`config.mk`:
```
export PLATFORM = sky130hd
export DESIGN_NAME = i2c_cmd_sequencer
export DESIGN_NICKNAME = d
export VERILOG_FILES = /design/src/rtl/i2c_cmd_sequencer.sv
export SDC_FILE = /design/constraint.sdc
export NUM_CORES = 1
export LEC_CHECK = 0
export CAP_MARGIN = 0
export CORE_ASPECT_RATIO = 0.5
export CORE_UTILIZATION = 45
export DETAILED_ROUTE_END_ITERATION = 8
export PLACE_DENSITY = 0.68
export SYNTH_ARGS = -nofsm -noshare
export SYNTH_HDL_FRONTEND = slang
export SYNTH_SLANG_ARGS = --single-unit
```
`constraint.sdc`:
```
create_clock -name clk -period 2.8 [get_ports clk]
set_input_delay 0.28 -clock clk [delete_from_list [all_inputs] [get_ports clk]]
set_output_delay 0.28 -clock clk [all_outputs]
set_load 0.03 [all_outputs]
```
`src/rtl/i2c_cmd_sequencer.sv`:
```
// Command sequencer in front of the I2C controller: queues transaction requests,
// issues them one at a time on the start/BUSY handshake and returns the results.
module i2c_cmd_sequencer #(
    parameter int FIFO_DEPTH     = 4,
    parameter int TIMEOUT_CYCLES = 4096
) (
    input  logic                        clk,
    input  logic                        rst_n,
    input  logic                        cmd_valid,
    output logic                        cmd_ready,
    input  logic                        cmd_op,
    input  logic [6:0]                  cmd_addr,
    input  logic [1:0]                  cmd_nbytes,
    input  logic [15:0]                 cmd_data,
    output logic                        rsp_valid,
    input  logic                        rsp_ready,
    output logic [15:0]                 rsp_data,
    output logic                        rsp_nack,
    output logic                        rsp_timeout,
    output logic                        ctl_start,
    output logic                        ctl_op,
    output logic [6:0]                  ctl_addr,
    output logic [1:0]                  ctl_nbytes,
    output logic [15:0]                 ctl_d_tx,
    input  logic [15:0]                 ctl_q_rx,
    input  logic                        ctl_busy,
    input  logic                        ctl_nack,
    output logic                        idle,
    output logic [$clog2(FIFO_DEPTH):0] fifo_level
);
    localparam int AW = $clog2(FIFO_DEPTH);
    localparam int LW = AW + 1;
    localparam int TW = (TIMEOUT_CYCLES > 1) ? $clog2(TIMEOUT_CYCLES) : 1;
    localparam int EW = 1 + 7 + 2 + 16;

    typedef enum logic [1:0] {S_IDLE, S_ISSUE, S_ACTIVE, S_RESP} state_t;

    logic [EW-1:0] r_mem [FIFO_DEPTH];
    logic [AW-1:0] r_wr_ptr;
    logic [AW-1:0] r_rd_ptr;
    logic [LW-1:0] r_level;
    state_t        r_state;
    logic [TW-1:0] r_tmo_cnt;
    logic          r_ctl_start;
    logic          r_op;
    logic [6:0]    r_addr;
    logic [1:0]    r_nbytes;
    logic [15:0]   r_data;
    logic          r_rsp_valid;
    logic [15:0]   r_rsp_data;
    logic          r_rsp_nack;
    logic          r_rsp_timeout;

    logic          w_full;
    logic          w_push;
    logic          w_pop;
    logic          w_tmo_done;
    logic [EW-1:0] w_head;

    // Ready depends on the registered level only, so a same-cycle pop never frees a slot.
    assign w_full     = (r_level == LW'(FIFO_DEPTH));
    assign w_push     = cmd_valid && !w_full;
    assign w_pop      = (r_state == S_IDLE) && (r_level != '0) && !ctl_busy;
    assign w_tmo_done = (r_tmo_cnt == TW'(TIMEOUT_CYCLES - 1));
    assign w_head     = r_mem[r_rd_ptr];

    assign cmd_ready   = !w_full;
    assign fifo_level  = r_level;
    assign idle        = (r_state == S_IDLE) && (r_level == '0);
    assign ctl_start   = r_ctl_start;
    assign ctl_op      = r_op;
    assign ctl_addr    = r_addr;
    assign ctl_nbytes  = r_nbytes;
    assign ctl_d_tx    = r_data;
    assign rsp_valid   = r_rsp_valid;
    assign rsp_data    = r_rsp_data;
    assign rsp_nack    = r_rsp_nack;
    assign rsp_timeout = r_rsp_timeout;

    always_ff @(posedge clk) begin
        if (w_push) begin
            r_mem[r_wr_ptr] <= {cmd_op, cmd_addr, cmd_nbytes, cmd_data};
        end
    end

    always_ff @(posedge clk or negedge rst_n) begin
        if (!rst_n) begin
            r_wr_ptr <= '0;
            r_rd_ptr <= '0;
            r_level  <= '0;
        end else begin
            if (w_push) r_wr_ptr <= r_wr_ptr + AW'(1);
            if (w_pop)  r_rd_ptr <= r_rd_ptr + AW'(1);
            case ({w_push, w_pop})
                2'b10:   r_level <= r_level + LW'(1);
                2'b01:   r_level <= r_level - LW'(1);
                default: r_level <= r_level;
            endcase
        end
    end

    always_ff @(posedge clk or negedge rst_n) begin
        if (!rst_n) begin
            r_state       <= S_IDLE;
            r_tmo_cnt     <= '0;
            r_ctl_start   <= 1'b0;
            r_op          <= 1'b0;
            r_addr        <= '0;
            r_nbytes      <= '0;
            r_data        <= '0;
            r_rsp_valid   <= 1'b0;
            r_rsp_data    <= '0;
            r_rsp_nack    <= 1'b0;
            r_rsp_timeout <= 1'b0;
        end else begin
            case (r_state)
                S_IDLE: begin
                    if (w_pop) begin
                        {r_op, r_addr, r_nbytes, r_data} <= w_head;
                        r_ctl_start <= 1'b1;
                        r_tmo_cnt   <= '0;
                        r_state     <= S_ISSUE;
                    end
                end
                S_ISSUE: begin
                    if (ctl_busy) begin
                        r_ctl_start <= 1'b0;
                        r_tmo_cnt   <= '0;
                        r_state     <= S_ACTIVE;
                    end else if (w_tmo_done) begin
                        r_ctl_start   <= 1'b0;
                        r_rsp_valid   <= 1'b1;
                        r_rsp_data    <= '0;
                        r_rsp_nack    <= 1'b0;
                        r_rsp_timeout <= 1'b1;
                        r_state       <= S_RESP;
                    end else begin
                        r_tmo_cnt <= r_tmo_cnt + TW'(1);
                    end
                end
                S_ACTIVE: begin
                    // NACK is only meaningful once the controller has released BUSY.
                    if (!ctl_busy) begin
                        r_rsp_valid   <= 1'b1;
                        r_rsp_data    <= r_op ? ctl_q_rx : 16'h0000;
                        r_rsp_nack    <= ctl_nack;
                        r_rsp_timeout <= 1'b0;
                        r_state       <= S_RESP;
                    end else if (w_tmo_done) begin
                        r_rsp_valid   <= 1'b1;
                        r_rsp_data    <= '0;
                        r_rsp_nack    <= 1'b0;
                        r_rsp_timeout <= 1'b1;
                        r_state       <= S_RESP;
                    end else begin
                        r_tmo_cnt <= r_tmo_cnt + TW'(1);
                    end
                end
                S_RESP: begin
                    if (rsp_ready) begin
                        r_rsp_valid <= 1'b0;
                        r_state     <= S_IDLE;
                    end
                end
                default: r_state <= S_IDLE;
            endcase
        end
    end
endmodule

```
== Word level (Yosys, flattened, before mapping) ==
Memories as Yosys holds them, arrays and structs flattened. A register that Yosys moved wholly into a read port is not among the register bits.
Cells that the tools add are included.
W data, S select, Z words.

* Register bits: 41
* Bits in writable memories: 104
* Input bits: 48
* Output and inout bits: 51
* Word-level logic and storage cells: 85
* Memories kept: 1

* Add/sub/neg operators: 5
* Eq/ne operators: 12
* Multiplexer cells: 36
* Reductions and logical operators: 21

{| class="wikitable"
|+ Memory list
! name !! words !! width !! rd ports !! clocked after Yosys merged registers in !! write ports !! RTL line !! text
|-
| r_mem || 4 || 26 || 1 || 1 || 1 || 38 || <nowiki>logic [EW-1:0] r_mem [FIFO_DEPTH];</nowiki>
|}

{| class="wikitable"
|+ Operator list
! operator !! number
|-
| $mux W16 || 4
|-
| $mux W12 || 4
|-
| $pmux W12 S3 || 1
|-
| $pmux W16 S2 || 1
|-
| $mux W1 || 15
|-
| $add A12 B1 Y12 const B || 1
|-
| $eq A12 B12 Y1 const B || 1
|-
| $mux W2 || 5
|-
| $reduce_and A3 Y1 || 3
|-
| $reduce_bool A3 Y1 || 3
|-
| $ne A2 B2 Y1 const B || 4
|-
| $pmux W2 S4 || 1
|-
| $eq A2 B2 Y1 const B || 3
|-
| $pmux W1 S2 || 3
|-
| $pmux W3 S2 || 1
|-
| $reduce_and A2 Y1 || 3
|-
| $reduce_bool A2 Y1 || 3
|-
| $add A2 B1 Y2 const B || 2
|-
| $eq A2 B1 Y1 const B || 2
|-
| $logic_and A1 B1 Y1 || 4
|-
| $add A3 B1 Y3 const B || 1
|-
| $eq A3 B3 Y1 const B || 1
|-
| $logic_not A1 Y1 || 3
|-
| $logic_not A3 Y1 || 1
|-
| 4 further kinds || 4
|}

== Longest topological paths before layout ==
* Depth after elaboration: 5
* Depth in mapped cells: 10
* Mapped depth without buffers: 10

== Worst setup path before layout ==
OpenSTA, ideal clock, no wires.

* Path kind: register to register
* From: reg r_level[0] (netlist: fifo_level[0])
* To: reg r_level[2] (netlist: fifo_level[2])
* Data arrival time: 2.325 ns
* Required time: 2.719 ns
* Path slack: 0.395 ns
* Stages on the path, launching flop included: 11
* Buffers on the path: 0
* Cell sequence: dfrtp_1 inv_1 nand3_1 and2_1 inv_1 ha_1 inv_1 fa_1 xor2_1 nor2_1 xor2_1

* Cells in the longest elaborated chain, start to end: 5
* Elaborated cells between the ends (all ways): 12
* Classes of those cells: add/sub (2); eq/ne (3); mux (1); reduce/logical (6)

{| class="wikitable"
|+ Ends and longest elaborated chain
! element !! RTL line !! text
|-
| start, declared || 41 || <nowiki>logic [LW-1:0] r_level;</nowiki>
|-
| start signal, assigned || 95 || <nowiki>2'b10: r_level <= r_level + LW'(1);</nowiki>
|-
| start signal, assigned || 96 || <nowiki>2'b01: r_level <= r_level - LW'(1);</nowiki>
|-
| start signal, assigned || 97 || <nowiki>default: r_level <= r_level;</nowiki>
|-
| $eq A3 B3 Y1 (*) || 61 || <nowiki>assign w_full = (r_level == LW'(FIFO_DEPTH));</nowiki>
|-
| $logic_not A1 Y1 (*) || - ||
|-
| named net cmd_ready || 10 || <nowiki>output logic cmd_ready,</nowiki>
|-
| $logic_and A1 B1 Y1 (*) || 62 || <nowiki>assign w_push = cmd_valid && !w_full;</nowiki>
|-
| $eq A2 B1 Y1 or $eq A2 B2 Y1 (tied branches) || 94 || <nowiki>case ({w_push, w_pop})</nowiki>
|-
| $pmux W3 S2 or $reduce_bool A2 Y1 (tied branches) || - ||
|}

Mark *: on every way through the listed nets, which the timed path passes. The rest lies on a longest branch.
A chain may end at the register's enable or synchronous reset.

== Worst setup path after layout ==
* From: reg r_state[1]
* To: out idle

* Cells in the longest elaborated chain, start to end: 2

{| class="wikitable"
|+ Ends and longest elaborated chain
! element !! RTL line !! text
|-
| start, declared || 42 || <nowiki>state_t r_state;</nowiki>
|-
| start signal, assigned || 104 || <nowiki>r_state <= S_IDLE;</nowiki>
|-
| start signal, assigned || 122 || <nowiki>r_state <= S_ISSUE;</nowiki>
|-
| start signal, assigned || 129 || <nowiki>r_state <= S_ACTIVE;</nowiki>
|-
| $logic_not A2 Y1 || 69 || <nowiki>assign idle = (r_state == S_IDLE) && (r_level == '0);</nowiki>
|-
| $logic_and A1 B1 Y1 || 69 ||
|-
| end, declared || 28 || <nowiki>output logic idle,</nowiki>
|}

Every way passes these cells.

==> out/metrics.csv <==
metric,value,unit
YS warnings,0,
CTS tree,done,
startpoint types,register,
async set or reset register ratio after synthesis,39.18,%
Hold Fails Final Rpt,19,
Post-Syn Instances,430,
First-pass DRT Iterations,4,
Worst-path clk slew,0.07,ns
Worst Path Required,2.52,ns
status,"complete, but fails checks",
Synth Flop Type,edfxtp_1,
worst skew pair latency,0.43,ns
number of port buffers,98,
Max clock buf depth,2,
CP Capture Type,primary output,
fin. max-slew vios,0,
clock power share,24.2,%
aggregate routed wire length,13590,um
Avg WL per Cell,18.22,um
Hold/Removal Path Class,primary input to asynchronous set/reset pin,
first-pass GRT wire length,21660,um
initial antenna violation count,0,
setup bufs post-CTS,0,
Sw Ratio,35.01,%
vias in the first global route,4161,
clk sink count,171,
P_sw,0.003359,W
Slew @ Worst Pin,0.9190,ns
initial drt markers,260,
H-tree levels,4,
unique cell type count in the Yosys netlist,56,
count of final setup violators,0,
WHS,-0.02549,ns
via/cell ratio,5.454,
PD cells,1088,nW/um2
fraction of layout cells with a size suffix above 1,19.89,%
largest net degree at the start of global routing,68,
area grow syn2layout,26.15,%
"commonest non-fill, non-tap cells in the layout","edfxtp_1, clkdlybuf4s50_1, dfrtp_1",
Vias,4069,
Pint,0.006234,W
Logic pwr share,36.4,%
setup TNS,0,ns
"Seq/Total Area, Yosys",68.70,%
max-cap viol count,0,
Ports,99,
grt ovf,0,
Rows,31,
min Tclk post-route,2.352,ns
Post-Syn Area,6987,um2
leakage power,3.262,nW
# DRC,0,
CTS Buf Count,17,
gr usage total,18.05,%
Initial Utilization,47.15,%
# fillers,1131,
"EDFF count, synth",104,
Setup Skew,0.01887,ns
Core Box Area,14820,um2
Post-DRT Antenna Nets,0,
RSZ-0062 raised after global routing,false,
Placer Congestion,0.7828,
worst rel slew slack,38.73,%
crit path DAT,2.07,ns
failing checks,hold timing,
critical path class,register to primary output,
Die H,90.11,um
"most common cell after layout, fill and taps aside",edfxtp_1,
share of total power in sequential cells,39.5,%
Die ar.,16060,um2
number of synthesized register bits,171,
Peak Freq,425.1,MHz
fin crit share,84.01,%
syn nets,490,
Final #Nets,595,
Peak supply drop,0.0005337,V
Crit Path Max Fanout,5,
synthesized area per cell,16.25,um2
Die W,178.2,um
antenna diode count,0,
Root Driver,clkbuf_16,
hpwl dp,8474,um
-- metrics by stage --
step | cell area [um2] | util (%) | setup slack [ns] | total power [W] | cells
floorplan | 6987 | - | 0.3945 | 0.006038 | 430
global placement | 8208 | 55.40 | 0.5396 | 0.007304 | 714
detailed placement | 8208 | 55.40 | 0.4831 | 0.007378 | 714
CTS | 8811 | 59.47 | 0.03974 | 0.009709 | 746
global route | 8813 | 59.48 | 0.2755 | 0.01009 | 746
finish | 8813 | 59.48 | 0.4476 | 0.009592 | 746
-- repair_timing --
action                                  4_1_cts  5_1_grt
endpoints found under the hold margin         0        0
hold buffers                                  0        0
gates resized for setup                       0        1
endpoints found under the setup margin        0        1
-- cell families (layout without fill, tap and decap cells) --
logic type | after synthesis | count (layout) | share of synthesized area, %
adders and majority gates | 12 | 12 | 2.256
DFF | 171 | 171 | 68.70
xor gates and xnor gates | 6 | 6 | 0.7523
and+or+nand+nor | 93 | 93 | 7.235
buffers and inverters | 37 | 155 | 2.758
AOI/OAI and AO/OA | 56 | 56 | 5.283
muxes | 55 | 55 | 13.02
-- sequential cells by signal, indices dropped and copies added, names as in the netlist --
register and cells:
r_mem 104, ctl_d_tx 16, rsp_data 16, r_tmo_cnt 12, ctl_addr 7, fifo_level 3, ctl_nbytes 2, r_rd_ptr 2
r_state 2, r_wr_ptr 2, ctl_op 1, ctl_start 1, rsp_nack 1, rsp_timeout 1, rsp_valid 1
-- path summary, 6_finish.rpt --
path                       cells past startpoint  slack, ns            end           from
setup / recovery                               5       0.45           idle     r_state[1]
hold / removal                                 1      -0.03    ctl_d_tx[2]          rst_n
setup reg to reg                              10       0.58  fifo_level[2]  fifo_level[0]
hold reg to reg                                1       0.49    rsp_timeout    rsp_timeout
max in group asynchronous                      1       2.19    r_rd_ptr[0]          rst_n
min in group clk                               3       0.43    rsp_data[9]    ctl_q_rx[9]
-- area by class of cell --
cell class	count	area [um2]	share of cell area, %
well taps	198	247.7	2.811
clock buffers	17	425.4	4.827
flip-flops and latches	171	4801	54.47
repair buffers	108	1106	12.55
inverters	15	56.30	0.6388
multi-input cells	222	1999	22.69
clock inverters	15	177.7	2.016
-- layer usage --
layer | vias to the layer above | part of all wire, % | track usage, %
met3 | 12 | 3.8 | 4.653
met1 | 2095 | 45 | 23.13
li1 | 1863 | - | -
met2 | 99 | 51 | 30.48
met4 | 0 | 0.60 | 4.944
met5 | - | 0 | 0
-- power groups by stage --
stage | sequential, W | clock, W | combinational (W)
6_report | 0.00378 | 0.00232 | 0.00349
5_1_grt | 0.00388 | 0.00244 | 0.00377
3_5_place_dp | 0.00385 | 0 | 0.00353
2_1_floorplan | 0.00432 | 0 | 0.00172
3_3_place_gp | 0.00382 | 0 | 0.00348
4_1_cts | 0.00380 | 0.00236 | 0.00355
-- synth_stat cells (6+ instances only) --
cell type | count | share of area (%)
nand2_1 | 27 | 1.5
dfrtp_1 | 67 | 24
nor2_1 | 7 | 0.38
mux2_2 | 27 | 4.4
mux4_2 | 26 | 8.4
a21oi_1 | 26 | 1.9
ha_1 | 11 | 2.0
edfxtp_1 | 104 | 45
nand3_1 | 28 | 2.0
buf_2 | 9 | 0.64
and3_1 | 6 | 0.54
inv_1 | 15 | 0.81
-- worst max-delay path: stages (launching register included) --
cell and delay [ns]:
dfrtp_1 0.41, inv_1 0.13, ha_1 0.21, or4b_1 0.55, inv_1 0.08, dlymetal6s2s_1 0.28
(Power assumes the default switching activity.)
